$ cat src/rtl/food_pos_pkg.sv
// Shared types and default constants for the food position generator.
// Default taps give maximal-length 10-bit sequences.
package food_pos_pkg;

  typedef enum logic [1:0] {
    IDLE,
    SAMPLE,
    QUERY,
    WAIT
  } state_e;

  localparam logic [9:0] DEF_X_TAPS = 10'h240;
  localparam logic [9:0] DEF_Y_TAPS = 10'h204;
  localparam logic [9:0] DEF_X_SEED = 10'h3FF;
  localparam logic [9:0] DEF_Y_SEED = 10'h155;

endpackage

$ cat src/rtl/food_pos_gen_lfsr_core.sv
// Free-running Fibonacci LFSR with synchronous load.
// A zero load value is replaced by SEED so the register never locks up.
module lfsr_core #(
  parameter int               WIDTH = 10,
  parameter logic [WIDTH-1:0] TAPS  = '1,
  parameter logic [WIDTH-1:0] SEED  = '1
) (
  input  logic             clk,
  input  logic             rst_n,
  input  logic             load,
  input  logic [WIDTH-1:0] load_val,
  output logic [WIDTH-1:0] q
);

  logic [WIDTH-1:0] q_q;
  logic [WIDTH-1:0] q_d;

  always_comb begin
    q_d = {q_q[WIDTH-2:0], ^(q_q & TAPS)};
    if (load) begin
      q_d = (load_val == '0) ? SEED : load_val;
    end
  end

  always_ff @(posedge clk or negedge rst_n) begin
    if (!rst_n) begin
      q_q <= SEED;
    end else begin
      q_q <= q_d;
    end
  end

  assign q = q_q;

endmodule

$ cat src/rtl/food_pos_gen.sv
// Picks a random free in-field cell for snake food, retrying on
// out-of-range or occupied candidates up to MAX_TRIES times.
module food_pos_gen
  import food_pos_pkg::*;
#(
  parameter int                LFSR_W    = 10,
  parameter logic [LFSR_W-1:0] X_TAPS    = LFSR_W'(DEF_X_TAPS),
  parameter logic [LFSR_W-1:0] Y_TAPS    = LFSR_W'(DEF_Y_TAPS),
  parameter logic [LFSR_W-1:0] X_SEED    = LFSR_W'(DEF_X_SEED),
  parameter logic [LFSR_W-1:0] Y_SEED    = LFSR_W'(DEF_Y_SEED),
  parameter int                COORD_W   = 7,
  parameter int                X_LIMIT   = 80,
  parameter int                Y_LIMIT   = 60,
  parameter int                MAX_TRIES = 16
) (
  input  logic               clk,
  input  logic               rst_n,
  input  logic               seed_load,
  input  logic [LFSR_W-1:0]  seed,
  input  logic               req,
  output logic               busy,
  output logic               done,
  output logic               fail,
  output logic [COORD_W-1:0] pos_x,
  output logic [COORD_W-1:0] pos_y,
  output logic               occ_req,
  output logic [COORD_W-1:0] occ_x,
  output logic [COORD_W-1:0] occ_y,
  input  logic               occ_hit,
  output logic [LFSR_W-1:0]  lfsr_x,
  output logic [LFSR_W-1:0]  lfsr_y
);

  localparam int TRY_W = $clog2(MAX_TRIES + 1);
  localparam logic [TRY_W-1:0] LAST_TRY = TRY_W'(MAX_TRIES - 1);
  localparam logic [COORD_W:0] X_LIM = (COORD_W + 1)'(X_LIMIT);
  localparam logic [COORD_W:0] Y_LIM = (COORD_W + 1)'(Y_LIMIT);

  lfsr_core #(
    .WIDTH (LFSR_W),
    .TAPS  (X_TAPS),
    .SEED  (X_SEED)
  ) u_lfsr_x (
    .clk      (clk),
    .rst_n    (rst_n),
    .load     (seed_load),
    .load_val (seed),
    .q        (lfsr_x)
  );

  lfsr_core #(
    .WIDTH (LFSR_W),
    .TAPS  (Y_TAPS),
    .SEED  (Y_SEED)
  ) u_lfsr_y (
    .clk      (clk),
    .rst_n    (rst_n),
    .load     (seed_load),
    .load_val (seed ^ Y_SEED),
    .q        (lfsr_y)
  );

  state_e             state_q, state_d;
  logic [TRY_W-1:0]   tries_q, tries_d;
  logic               done_q, done_d;
  logic               fail_q, fail_d;
  logic               occ_req_q, occ_req_d;
  logic [COORD_W-1:0] pos_x_q, pos_x_d;
  logic [COORD_W-1:0] pos_y_q, pos_y_d;
  logic [COORD_W-1:0] occ_x_q, occ_x_d;
  logic [COORD_W-1:0] occ_y_q, occ_y_d;

  logic [COORD_W-1:0] cand_x;
  logic [COORD_W-1:0] cand_y;
  logic               in_range;
  logic               reject;
  logic [COORD_W-1:0] rej_x;
  logic [COORD_W-1:0] rej_y;

  assign cand_x   = lfsr_x[COORD_W-1:0];
  assign cand_y   = lfsr_y[COORD_W-1:0];
  assign in_range = ({1'b0, cand_x} < X_LIM) && ({1'b0, cand_y} < Y_LIM);

  always_comb begin
    state_d   = state_q;
    tries_d   = tries_q;
    done_d    = 1'b0;
    fail_d    = 1'b0;
    occ_req_d = 1'b0;
    pos_x_d   = pos_x_q;
    pos_y_d   = pos_y_q;
    occ_x_d   = occ_x_q;
    occ_y_d   = occ_y_q;
    reject    = 1'b0;
    rej_x     = cand_x;
    rej_y     = cand_y;

    unique case (state_q)
      IDLE: begin
        if (req) begin
          state_d = SAMPLE;
          tries_d = '0;
        end
      end
      SAMPLE: begin
        if (in_range) begin
          state_d   = QUERY;
          occ_req_d = 1'b1;
          occ_x_d   = cand_x;
          occ_y_d   = cand_y;
        end else begin
          reject = 1'b1;
        end
      end
      QUERY: begin
        state_d = WAIT;
      end
      WAIT: begin
        if (!occ_hit) begin
          state_d = IDLE;
          done_d  = 1'b1;
          pos_x_d = occ_x_q;
          pos_y_d = occ_y_q;
        end else begin
          reject = 1'b1;
          rej_x  = occ_x_q;
          rej_y  = occ_y_q;
        end
      end
      default: state_d = IDLE;
    endcase

    // Out of retries: report the last candidate even if unusable.
    if (reject) begin
      if (tries_q == LAST_TRY) begin
        state_d = IDLE;
        done_d  = 1'b1;
        fail_d  = 1'b1;
        pos_x_d = rej_x;
        pos_y_d = rej_y;
      end else begin
        state_d = SAMPLE;
        tries_d = tries_q + TRY_W'(1);
      end
    end
  end

  always_ff @(posedge clk or negedge rst_n) begin
    if (!rst_n) begin
      state_q   <= IDLE;
      tries_q   <= '0;
      done_q    <= 1'b0;
      fail_q    <= 1'b0;
      occ_req_q <= 1'b0;
      pos_x_q   <= '0;
      pos_y_q   <= '0;
      occ_x_q   <= '0;
      occ_y_q   <= '0;
    end else begin
      state_q   <= state_d;
      tries_q   <= tries_d;
      done_q    <= done_d;
      fail_q    <= fail_d;
      occ_req_q <= occ_req_d;
      pos_x_q   <= pos_x_d;
      pos_y_q   <= pos_y_d;
      occ_x_q   <= occ_x_d;
      occ_y_q   <= occ_y_d;
    end
  end

  assign busy    = (state_q != IDLE);
  assign done    = done_q;
  assign fail    = fail_q;
  assign occ_req = occ_req_q;
  assign occ_x   = occ_x_q;
  assign occ_y   = occ_y_q;
  assign pos_x   = pos_x_q;
  assign pos_y   = pos_y_q;

endmodule

$ cat config.mk
export PLATFORM = sky130hd
export DESIGN_NAME = food_pos_gen
export DESIGN_NICKNAME = d
export VERILOG_FILES = /design/src/rtl/food_pos_pkg.sv /design/src/rtl/food_pos_gen_lfsr_core.sv /design/src/rtl/food_pos_gen.sv
export SDC_FILE = /design/constraint.sdc
export NUM_CORES = 1
export LEC_CHECK = 0
export ABC_AREA = 1
export CORE_UTILIZATION = 46
export DETAILED_ROUTE_END_ITERATION = 10
export PLACE_DENSITY_LB_ADDON = 0.15
export SYNTH_ARGS = -nofsm -noshare
export SYNTH_HDL_FRONTEND = slang
export SYNTH_SLANG_ARGS = --single-unit
$ cat constraint.sdc
create_clock -name clk -period 1.3 [get_ports clk]
set_input_delay 0.26 -clock clk [delete_from_list [all_inputs] [get_ports clk]]
set_output_delay 0.26 -clock clk [all_outputs]
set_load 0.01 [all_outputs]
==> results of run 1 <==
-- timing repair --
item / in CTS / in global routing
gates resized for setup: 150 / 77
hold buffers: 1 / 0
cloned: 3 / 3
setup buffers: 12 / 9
pin swaps: 14 / 7
endpoints found under the hold margin: 43 / 0
endpoints found under the setup margin: 90 / 66
-- how the worst max path moves through the flow --
stage | startpoint | endpoint | cells after the start
finish | state_q[1] | pos_y[4] | 8
global route | state_q[1] | pos_y[4] | 8
CTS | state_q[0] | pos_x[6] | 9
detailed placement | occ_hit | pos_x[2] | 9
global placement | seed[3] | u_lfsr_x.q[3] | 5
floorplan | u_lfsr_y.q[2] | pos_x[1] | 8
-- synthesized netlist by cell type, types with 4 or more instances --
cell type,instances
dfrtp_1,43
nand2_1,109
ha_1,5
o21ai_0,31
buf_6,7
nor2_1,11
o21ai_1,17
buf_4,4
nand3_1,22
o21ai_2,12
o211ai_1,19
dfstp_2,15
inv_1,48
-- state kept, by name, summed over array words and instances, names as in the netlist --
name / count
pos_y: 7
occ_y: 7
u_lfsr_y.q: 10
occ_req: 1
done: 1
fail: 1
pos_x: 7
occ_x: 7
tries_q: 5
state_q: 2
u_lfsr_x.q: 10
-- placed cells by master (no fill, tap or decap), types with 3 or more instances in the layout --
| master | Yosys | layout |
|---|---|---|
| nand2_1 | 109 | 87 |
| buf_4 | 4 | 63 |
| dfrtp_1 | 43 | 43 |
| inv_1 | 48 | 39 |
| o21ai_1 | 17 | 29 |
| dlygate4sd2_1 | 0 | 29 |
| buf_6 | 7 | 20 |
| o211ai_1 | 19 | 19 |
| o21ai_2 | 12 | 19 |
| nand2_2 | 1 | 18 |
| nand3_1 | 22 | 16 |
| dfstp_2 | 15 | 15 |
| clkdlybuf4s50_1 | 0 | 13 |
| o21ai_0 | 31 | 12 |
| clkbuf_8 | 0 | 12 |
| buf_2 | 3 | 11 |
| nor2_1 | 11 | 9 |
| nand3_2 | 2 | 7 |
| inv_2 | 0 | 7 |
| buf_12 | 0 | 6 |
| nand2_4 | 3 | 5 |
| clkdlybuf4s15_1 | 0 | 5 |
| nand2_8 | 0 | 3 |
| ha_4 | 0 | 3 |
| buf_8 | 0 | 3 |
-- final cells by class --
type	count	share of cell area (%)
inverters	48	3.710
multi-input cells	249	31.34
flip-flops and latches	58	29.46
clock buffers	14	3.460
well taps	77	1.930
clock inverters	2	0.7019
repair buffers	155	29.41
-- report_power, final --
part	total, uW	switching, uW	internal (uW)
Sequential	2610	292	2320
Combinational	5190	2640	2550
Clock	1760	721	1040
Total	9570	3650	5910
-- metal layers --
metal  vias to the layer above  global-route usage, %  share of wire [%]
met5                         -                      0                  0
met2                       117                  43.53                 51
met1                      1545                  33.66                 41
met4                         0                  9.399                2.9
met3                        25                  4.748                5.7
li1                       1516                      -                  -
-- worst max-delay path, delay by kind of cell (launching register included) --
family	cells	cell delay [ns]
AO/OA/AOI/OAI	3	0.40
flip-flops	1	0.43
AND/OR/NAND/NOR	2	0.18
buffers and inverters	2	0.29
adder cells (fa/ha/maj)	1	0.21
-- per-stage QoR --
step	area, um^2	worst slack, ns	std cells	total power, uW
6_report	4991	-0.3188	603	9567
5_1_grt	4991	-0.3855	603	10100
4_1_cts	4657	-0.2185	591	8703
3_5_place_dp	4245	-0.4391	559	6592
3_3_place_gp	4245	-0.3214	559	6486
2_1_floorplan	3104	-0.01446	371	4677
-- cell families after synthesis --
| logic type | share of synthesized area, % |
|---|---|
| AO/OA/AOI/OAI | 16.68 |
| adder cells (fa/ha/maj) | 2.034 |
| flip-flops | 47.80 |
| AND/OR/NAND/NOR | 22.66 |
| XOR/XNOR | 0.5697 |
| buffers and inverters | 10.25 |
==> impl_metrics.csv, run 1 <==
group,metric,value,unit
floorplanning,initial_utilization,48.16,%
setup_path,start_kind,"flop",
clocking,clkTransAtPathRegs,0.06,ns
layout,drive_above_1_share,40.30,%
clocking,cts_sinks,58,
floorplanning,io_pins,67,
synthesis,synthTopCellsByArea,"dfrtp_1, nand2_1, dfstp_2",
sta,fin_tns_setup,-7.289,ns
sta,grt_setup_unrepaired,"true",
sta,finalMaxSlewViolations,0,
layout,nNetsFinal,541,
job,maxCapViolCount,0,
route,drtAntennaViolNets,0,
floorplanning,die_x,83.77,um
floorplanning,core,6386,um^2
setup_path,reg2reg_to,"pos_y[4]",
route,viasPerCell,5.312,
synthesis,yosys_warnings,0,
global_route,grt_max_degree,59,
synthesis,ys_ff_latch,58,
layout,fillCellCount,412,
sta,fmax,617.8,MHz
setup_path,slowest_delay,0.43,ns
setup_path,reg2reg_depth,8,
global_route,grt_pass1_wl,14350,um
setup_path,critPathRequiredTime,1.53,ns
route,drt_first_pass_iters,5,
setup_path,crit_slowest_cell,"dfrtp_1",
setup_path,arrival,1.85,ns
synthesis,synth-seq-area-share,47.80,%
sta,fin_skew,0.01320,ns
floorplanning,rows,29,
route,dr.first_iter.drc_count,221,
synthesis,syn-cell-area,3075,um^2
layout,seq_area,1470,um^2
synthesis,avgSynthCellArea,8.290,um^2
layout,final_util,78.15,%
global_route,overflow,0,
clocking,cts_tree,"yes",
clocking,cts_buffer_depth,2,
layout,area_growth,62.29,%
sta,maxSlewHeadroom,79.04,%
clocking,numCtsBuffers,9,
clocking,insertion_delay,0.34,ns
setup_path,worstSetupPathType,"flop to flop",
synthesis,synth_top_area_share,34.99,%
sta,post-route-period-util,124.5,%
synthesis,synthArstFlopShare,100.0,%
run_status,violations,"negative setup slack",
setup_path,r2r_slack,-0.32,ns
synthesis,synth_nets,391,
pwr,power.density,1917,nW/um^2
layout,diodes,0,
placed_design,port_buffers,66,
route,num_vias,3203,
setup_path,r2r-start,"state_q[1]",
route,wire_per_inst,16.07,um
global_route,grt_usage,25.98,%
setup_path,cp_common_cell,"o21ai_2",
setup_path,crit_fanout,8,
setup_path,path_cells,"buf_6 -> ha_4 -> nand2_8 -> buf_16 -> o211ai_1 -> o21ai_2 -> nand2_2 -> o21ai_2",
placed_design,dpl.hpwl,5667,um
route,drc,0,
synthesis,ys_types,31,
global_route,grt_pass1_vias,2996,
synthesis,synthesis.instances,371,
sta,whs,0.4648,ns
pwr,leakage,0.002552,uW
worst_hold_path,worst_hold_path_type,"primary input to async pin",
pwr,vdd_drop_max,0.001313,V
clocking,cts_root_buf,"clkbuf_8",
synthesis,synth_area_leader_cell,"dfrtp_1",
run_status,status,"complete, but fails checks",
floorplanning,dieArea,7017,um^2
synthesis,synth_ff_type,"dfrtp_1",
clocking,htree_levels,3,
setup_path,critPathCaptureType,"flop",
route,postRouteWirelength,9692,um
sta,finalHoldViolations,0,
layout,multiInputGateArea,1564,um^2
sta,max_slew.worst_pin.slew,0.3144,ns
sta,setup_slack,-0.3188,ns
sta,post-route-min-period,1.619,ns
placed_design,gp_congestion,0.8413,
synthesis,synth_edf_count,0,
global_route,antenna_found_initial,0,
sta,setup_violations,41,
floorplanning,fp.dieH,83.77,um
(Power assumes the default switching activity.)
==> run 2, diff against run 1 <==
--- a/config.mk
+++ b/config.mk
@@ -6,9 +6,10 @@
 export NUM_CORES = 1
 export LEC_CHECK = 0
 export ABC_AREA = 1
-export CORE_UTILIZATION = 46
+export CORE_UTILIZATION = 47
 export DETAILED_ROUTE_END_ITERATION = 10
-export PLACE_DENSITY_LB_ADDON = 0.15
+export PLACE_DENSITY = 0.79
 export SYNTH_ARGS = -nofsm -noshare
 export SYNTH_HDL_FRONTEND = slang
+export SYNTH_HIERARCHICAL = 1
 export SYNTH_SLANG_ARGS = --single-unit
==> run 2 against run 1 <==
  * Register-to-register slack improved by 0.03 ns
  * Largest power group unchanged
  * Combinational power rose by 6.0%
  * Worst hold slack got worse by 0.11 ns
  * Flip-flop and latch count stayed put
  * Die area grew 6.4%
  * The run still ends with negative setup slack left
  * Clock-buffer cell count unchanged
  * Non-clock buffer count rose by 6
==> impl_metrics.csv, run 2 <==
group,metric,value,unit
global_route,overflow,0,
route,dr.first_iter.drc_count,230,
placed_design,dp.cells,625,
sta,fmax,627.9,MHz
setup_path,start_kind,"flop",
floorplanning,die_x,86.39,um
floorplanning,rows,30,
layout,instances_no_fill,670,
global_route,antenna_found_initial,0,
worst_hold_path,worst_hold_path_type,"primary input to async pin",
route,drc,0,
synthesis,synth_area_leader_cell,"dfrtp_1",
route,postRouteWirelength,10720,um
layout,drive_above_1_share,37.80,%
route,drtAntennaViolNets,0,
global_route,grt_usage,28.30,%
sta,fin_skew,0.01762,ns
setup_path,r2r_slack,-0.29,ns
pwr,vdd_drop_max,0.0007717,V
floorplanning,initial_utilization,48.99,%
clocking,cts_tree,"yes",
sta,post-route-period-util,122.5,%
job,maxCapViolCount,0,
setup_path,startpoint,"state_q[0]",
placed_design,dpl.hpwl,5912,um
synthesis,synth_ff_type,"dfrtp_1",
setup_path,reg2reg_depth,10,
route,viasPerCell,5.237,
setup_path,reg2reg_to,"pos_x[5]",
layout,layout_commonest_cell,"nand2_1",
setup_path,critPathCaptureType,"output port",
synthesis,synthesis.instances,414,
clocking,numCtsBuffers,9,
setup_path,crit_fanout,2,
sta,max_slew.worst_pin.slew,0.3419,ns
synthesis,avgSynthCellArea,8.084,um^2
setup_path,cp_common_cell,"inv_1",
layout,final_cell_mix,"nand2_1, buf_4, inv_1",
clocking,cts_root_buf,"clkbuf_8",
synthesis,synthTopCellsByArea,"dfrtp_1, dfstp_2, nand2_1",
synthesis,synthArstFlopShare,100.0,%
sta,setup_violations,42,
placed_design,port_buffers,66,
setup_path,slowest_delay,0.40,ns
setup_path,crit_slowest_cell,"dfrtp_1",
pwr,power.density,1898,nW/um^2
synthesis,synth_top_area_share,32.15,%
setup_path,arrival,1.33,ns
setup_path,critPathRequiredTime,1.04,ns
floorplanning,dieArea,7462,um^2
setup_path,worstSetupPathType,"flop to output port",
route,wire_per_inst,16.00,um
clocking,cts_buffer_depth,2,
global_route,grt_pass1_vias,3404,
layout,area_growth,56.37,%
setup_path,path_cells,"inv_1 -> ha_2 -> inv_1 -> clkdlybuf4s15_2",
floorplanning,fp.dieH,86.39,um
synthesis,yosys_warnings,6,
floorplanning,core,6832,um^2
synthesis,ys_types,34,
clocking,cts_sinks,58,
synthesis,synth_nets,434,
synthesis,synth_edf_count,0,
synthesis,synth-seq-area-share,43.93,%
global_route,grt_pass1_wl,16060,um
layout,nNetsFinal,589,
clocking,clkTransAtPathRegs,0.07,ns
setup_path,r2r-start,"state_q[1]",
floorplanning,io_pins,67,
sta,grt_setup_unrepaired,"true",
clocking,htree_levels,3,
placed_design,gp_congestion,0.8398,
synthesis,syn-cell-area,3347,um^2
route,drt_first_pass_iters,5,
synthesis,synth_most_common_cell,"nand2_1",
sta,maxSlewHeadroom,77.21,%
clocking,insertion_delay,0.35,ns
sta,finalMaxSlewViolations,0,
pwr,power,9933,uW
synthesis,ys_ff_latch,58,
route,num_vias,3509,
sta,finalHoldViolations,0,
pwr,leakage,0.002688,uW
synthesis,netlist_top_cells_count,"nand2_1, inv_1, nor2_1, dfrtp_1, o21ai_1",
sta,post-route-min-period,1.593,ns
sta,setup_slack,-0.2925,ns
global_route,grt_max_degree,27,
run_status,violations,"negative setup slack",
setup_path,crit_end,"busy",
run_status,status,"complete, but fails checks",
layout,diodes,0,
run 2: cell types whose count changed in the layout (fill, tap and decap cells not counted), moves of 6 or more:
cell / before / now
buf_6: 20 / 14
buf_4: 63 / 71
o211ai_2: 1 / 9
nand2_2: 18 / 11
inv_1: 39 / 57
o211ai_1: 19 / 1
nand2_1: 87 / 93
buf_12: 6 / 12
nor2_1: 9 / 55
o21ai_1: 29 / 23
run 2: cell families after synthesis:
family | share of synthesized area, %
adders and majority gates | 1.869
and+or+nand+nor | 26.21
DFF | 43.93
muxes | 1.682
AOI/OAI and AO/OA | 13.38
buffers and inverters | 12.15
xor gates and xnor gates | 0.7852
run 2: report_power, final:
part	total [uW]	internal [uW]	leakage, uW	switching [uW]
registers	2650	2330	0.000708	324
clock network	1780	1040	0.000107	742
logic	5500	2720	0.00187	2780
total	9930	6090	0.00269	3850
run 2: layout make-up:
cell class,instances,area (um^2)
repair buffers,161,1525
multi-input cells,279,1683
clock buffers,14,172.7
fillers,437,1598
inverters,60,227.7
clock inverters,2,35.03
well taps,96,120.1
flip-flops and latches,58,1470
run 2: timing repair:
action                                  CTS  global route
gates resized for setup                 144            29
setup buffers                            13            13
pin swaps                                 4             5
endpoints found under the hold margin     9             0
cloned                                    2             1
endpoints found under the setup margin   89            59
hold buffers                              1             0
run 2: through the flow:
step                      instance area, um^2  utilization, %  worst slack (ns)  TNS [ns]  hold WS [ns]
after floorplan                          3396               -          -0.02742   -0.2504      -0.03559
after global placement                   4627           67.73           -0.2907    -8.684        0.1758
after detailed placement                 4627           67.73           -0.3279    -9.924        0.1795
after CTS                                5041           73.79           -0.2269    -3.928        0.3553
after global routing                     5234           76.61           -0.3582    -9.009        0.3855
final                                    5234           76.61           -0.2925    -6.879        0.3503
run 2: how the worst min path moves through the flow:
stage | end | cells past startpoint
finish | occ_x[6] | 2
global route | occ_x[6] | 2
CTS | occ_x[6] | 2
detailed placement | tries_q[1] | 1
global placement | tries_q[1] | 1
floorplan | done | 0
run 2: layer usage:
layer	global-route usage [%]	up-vias	part of all wire, %
met5	0	-	0
met4	17.12	0	5.3
met3	5.238	64	7.0
met2	48.70	195	50
met1	32.82	1643	38
li1	-	1607	-
run 2: critical path, delay by kind of cell, from the launching register on:
kind	cells	cell delay, ns
DFF	1	0.40
buffers and inverters	3	0.39
adders and majority gates	1	0.20
==> run 3, diff against run 2 <==
--- a/config.mk
+++ b/config.mk
@@ -5,8 +5,7 @@
 export SDC_FILE = /design/constraint.sdc
 export NUM_CORES = 1
 export LEC_CHECK = 0
-export ABC_AREA = 1
-export CORE_UTILIZATION = 47
+export CORE_UTILIZATION = 46
 export DETAILED_ROUTE_END_ITERATION = 10
 export PLACE_DENSITY = 0.79
 export SYNTH_ARGS = -nofsm -noshare
==> run 3 against run 2 <==
  * The run still ends with negative setup slack left
  * Worst hold slack improved by 0.048 ns
  * Non-clock buffer count increased by 22
  * Synthesized area decreased by 9.5%
  * Largest cell class unchanged
==> impl_metrics.csv, run 3 <==
group,metric,value,unit
clocking,cts_root_buf,"clkbuf_8",
synthesis,synthesis.instances,301,
synthesis,synthTopCellsByArea,"dfrtp_1, dfstp_2, nand2_1",
synthesis,synth_nets,321,
sta,finalHoldViolations,0,
pwr,power,9937,uW
setup_path,start_kind,"flop",
synthesis,synth_area_leader_cell,"dfrtp_1",
sta,setup_violations,47,
layout,area_growth,73.95,%
setup_path,critPathCaptureType,"flop",
setup_path,arrival,2.21,ns
route,viasPerCell,5.984,
route,wire_per_inst,20.55,um
floorplanning,die_x,83.17,um
synthesis,synth_ff_type,"dfrtp_1",
setup_path,cp_common_cell,"o21ai_0",
floorplanning,initial_utilization,47.72,%
layout,layout_commonest_cell,"buf_4",
clocking,clkTransAtPathRegs,0.07,ns
sta,finalMaxSlewViolations,0,
sta,fin_skew,0.009412,ns
clocking,cts_sinks,58,
layout,multiInputGateArea,1764,um^2
clocking,cts_tree,"yes",
setup_path,reg2reg_depth,8,
synthesis,synth_most_common_cell,"nand2_1",
floorplanning,core,6350,um^2
sta,maxSlewHeadroom,73.65,%
clocking,htree_levels,3,
route,drtAntennaViolNets,0,
setup_path,critPathBufInv,2,
pwr,leakage,0.002459,uW
placed_design,port_buffers,66,
layout,fillCellCount,316,
layout,diodes,0,
placed_design,pre_cts_ws,-0.7006,ns
synthesis,synth_edf_count,0,
global_route,grt_usage,28.59,%
global_route,overflow,0,
synthesis,yosys_warnings,6,
setup_path,worstSetupPathType,"flop to flop",
synthesis,avgSynthCellArea,10.07,um^2
synthesis,ys_types,42,
layout,drive_above_1_share,47.84,%
pwr,vdd_drop_max,0.001459,V
layout,seq_area,1473,um^2
setup_path,crit_slowest_cell,"dfrtp_1",
floorplanning,io_pins,67,
synthesis,synth_top_area_share,35.51,%
sta,setup_slack,-0.6746,ns
synthesis,synth-seq-area-share,48.51,%
job,maxCapViolCount,0,
route,num_vias,3363,
floorplanning,rows,29,
layout,nNetsFinal,500,
clocking,cts_buffer_depth,2,
global_route,grt_max_degree,59,
clocking,numCtsBuffers,9,
clocking,insertion_delay,0.35,ns
route,drc,0,
setup_path,r2r_slack,-0.67,ns
setup_path,crit_fanout,8,
pwr,power.density,1885,nW/um^2
route,postRouteWirelength,11550,um
route,drt_first_pass_iters,5,
global_route,grt_pass1_vias,3198,
sta,grt_setup_unrepaired,"true",
setup_path,critPathRequiredTime,1.54,ns
sta,post-route-period-util,151.9,%
worst_hold_path,min_from,"seed[4]",
run_status,violations,"negative setup slack",
floorplanning,fp.dieH,83.17,um
setup_path,r2r-start,"tries_q[0]",
setup_path,path_cells,"ha_2 -> and4b_2 -> o21ai_4 -> buf_6 -> buf_4 -> o21ai_0 -> o21ai_0 -> o2bb2ai_1",
worst_hold_path,worst_hold_path_type,"primary input to flop",
route,dr.first_iter.drc_count,358,
placed_design,gp_congestion,0.8008,
setup_path,slowest_delay,0.37,ns
global_route,grt_pass1_wl,15660,um
sta,fmax,506.4,MHz
worst_hold_path,worstHoldPathCells,4,
synthesis,ys_ff_latch,58,
worst_hold_path,hold-path-endpoint,"u_lfsr_x/q[8]",
placed_design,dpl.hpwl,5837,um
setup_path,path_delay_family,"compound AO/OA/AOI/OAI gates",
global_route,antenna_found_initial,0,
run_status,status,"complete, but fails checks",
synthesis,netlist_top_cells_count,"nand2_1, dfrtp_1, o21ai_0, nor2_1, o2bb2ai_1",
sta,max_slew.worst_pin.slew,0.3922,ns
synthesis,synthArstFlopShare,100.0,%
layout,final_cell_mix,"buf_4, nand2_1, dfrtp_1",
sta,post-route-min-period,1.975,ns
setup_path,reg2reg_to,"pos_y[4]",
floorplanning,dieArea,6916,um^2
synthesis,syn-cell-area,3030,um^2
-- run 3: changes by cell type after synthesis, moves of 9 or more --
cell	previous run	this run
nand3_1	18	4
o211ai_2	9	0
o21ai_1	24	5
nor2_1	58	23
nand2_1	105	54
o21ai_2	12	2
o2bb2ai_1	0	22
inv_1	58	11
mux2i_1	0	15
o21ai_0	19	32
-- run 3: cell type report --
class | count | area share, %
timing repair buffer | 183 | 32.26
clock buffer | 13 | 2.825
multi-input combinational | 217 | 33.47
tap | 77 | 1.828
clock inverter | 3 | 0.7596
inverter | 11 | 0.9257
sequential | 58 | 27.94
-- run 3: metrics by stage --
step | hold WS [ns] | cells | TNS, ns | cell area [um^2] | util, %
global route | 0.4192 | 562 | -19.00 | 5271 | 83.01
floorplan | -0.03559 | 301 | -9.546 | 3128 | -
global placement | 0.2885 | 498 | -20.84 | 4327 | 68.14
detailed placement | 0.2919 | 498 | -23.41 | 4327 | 68.14
finish | 0.3980 | 562 | -17.66 | 5271 | 83.01
CTS | 0.4629 | 547 | -15.56 | 4925 | 77.56
-- run 3: repair_timing --
| item | in CTS | in global routing |
|---|---|---|
| gates cloned | 2 | 2 |
| endpoints found under the setup margin | 90 | 68 |
| pin swaps | 13 | 23 |
| gates resized for setup | 163 | 59 |
| hold buffers | 1 | 0 |
| buffers inserted | 31 | 16 |
| hold endpoints to repair | 43 | 0 |
-- run 3: cells by family (layout without fill, tap and decap cells) --
group / count (synthesis) / in the layout / synth area share [%]
compound gates: 82 / 82 / 18.50
flops: 58 / 58 / 48.51
simple gates: 100 / 101 / 16.47
fa+ha+maj: 5 / 5 / 2.064
mux: 27 / 27 / 9.414
xor+xnor: 2 / 2 / 0.5781
buf+inv: 27 / 210 / 4.459
-- run 3: layer usage --
metal	global-route usage [%]	routed length, um	vias to the layer above
li1	-	-	1439
met1	34.94	4506	1606
met2	48.51	5600	254
met3	7.356	962	64
met4	10.82	481	0
met5	0	0	-
-- run 3: power breakdown --
| part | switching, uW | internal (uW) |
|---|---|---|
| registers | 354 | 2370 |
| logic | 2650 | 2860 |
| clock network | 767 | 934 |
-- run 3: worst max path at each step --
| stage | startpoint | slack, ns | to | cells past startpoint |
|---|---|---|---|---|
| 2_1_floorplan | tries_q[0] | -0.48 | pos_x[1] | 8 |
| 3_3_place_gp | occ_hit | -0.63 | pos_x[6] | 7 |
| 3_5_place_dp | occ_hit | -0.70 | pos_y[2] | 7 |
| 4_1_cts | state_q[0] | -0.49 | pos_y[0] | 9 |
| 5_1_grt | state_q[0] | -0.72 | pos_y[4] | 9 |
| 6_report | tries_q[0] | -0.67 | pos_y[4] | 8 |
-- run 3: tightest hold or removal path, delay by kind of cell --
| family | cells | cell delay [ns] |
|---|---|---|
| buffers and inverters | 1 | 0.18 |
| and+or+nand+nor | 3 | 0.30 |
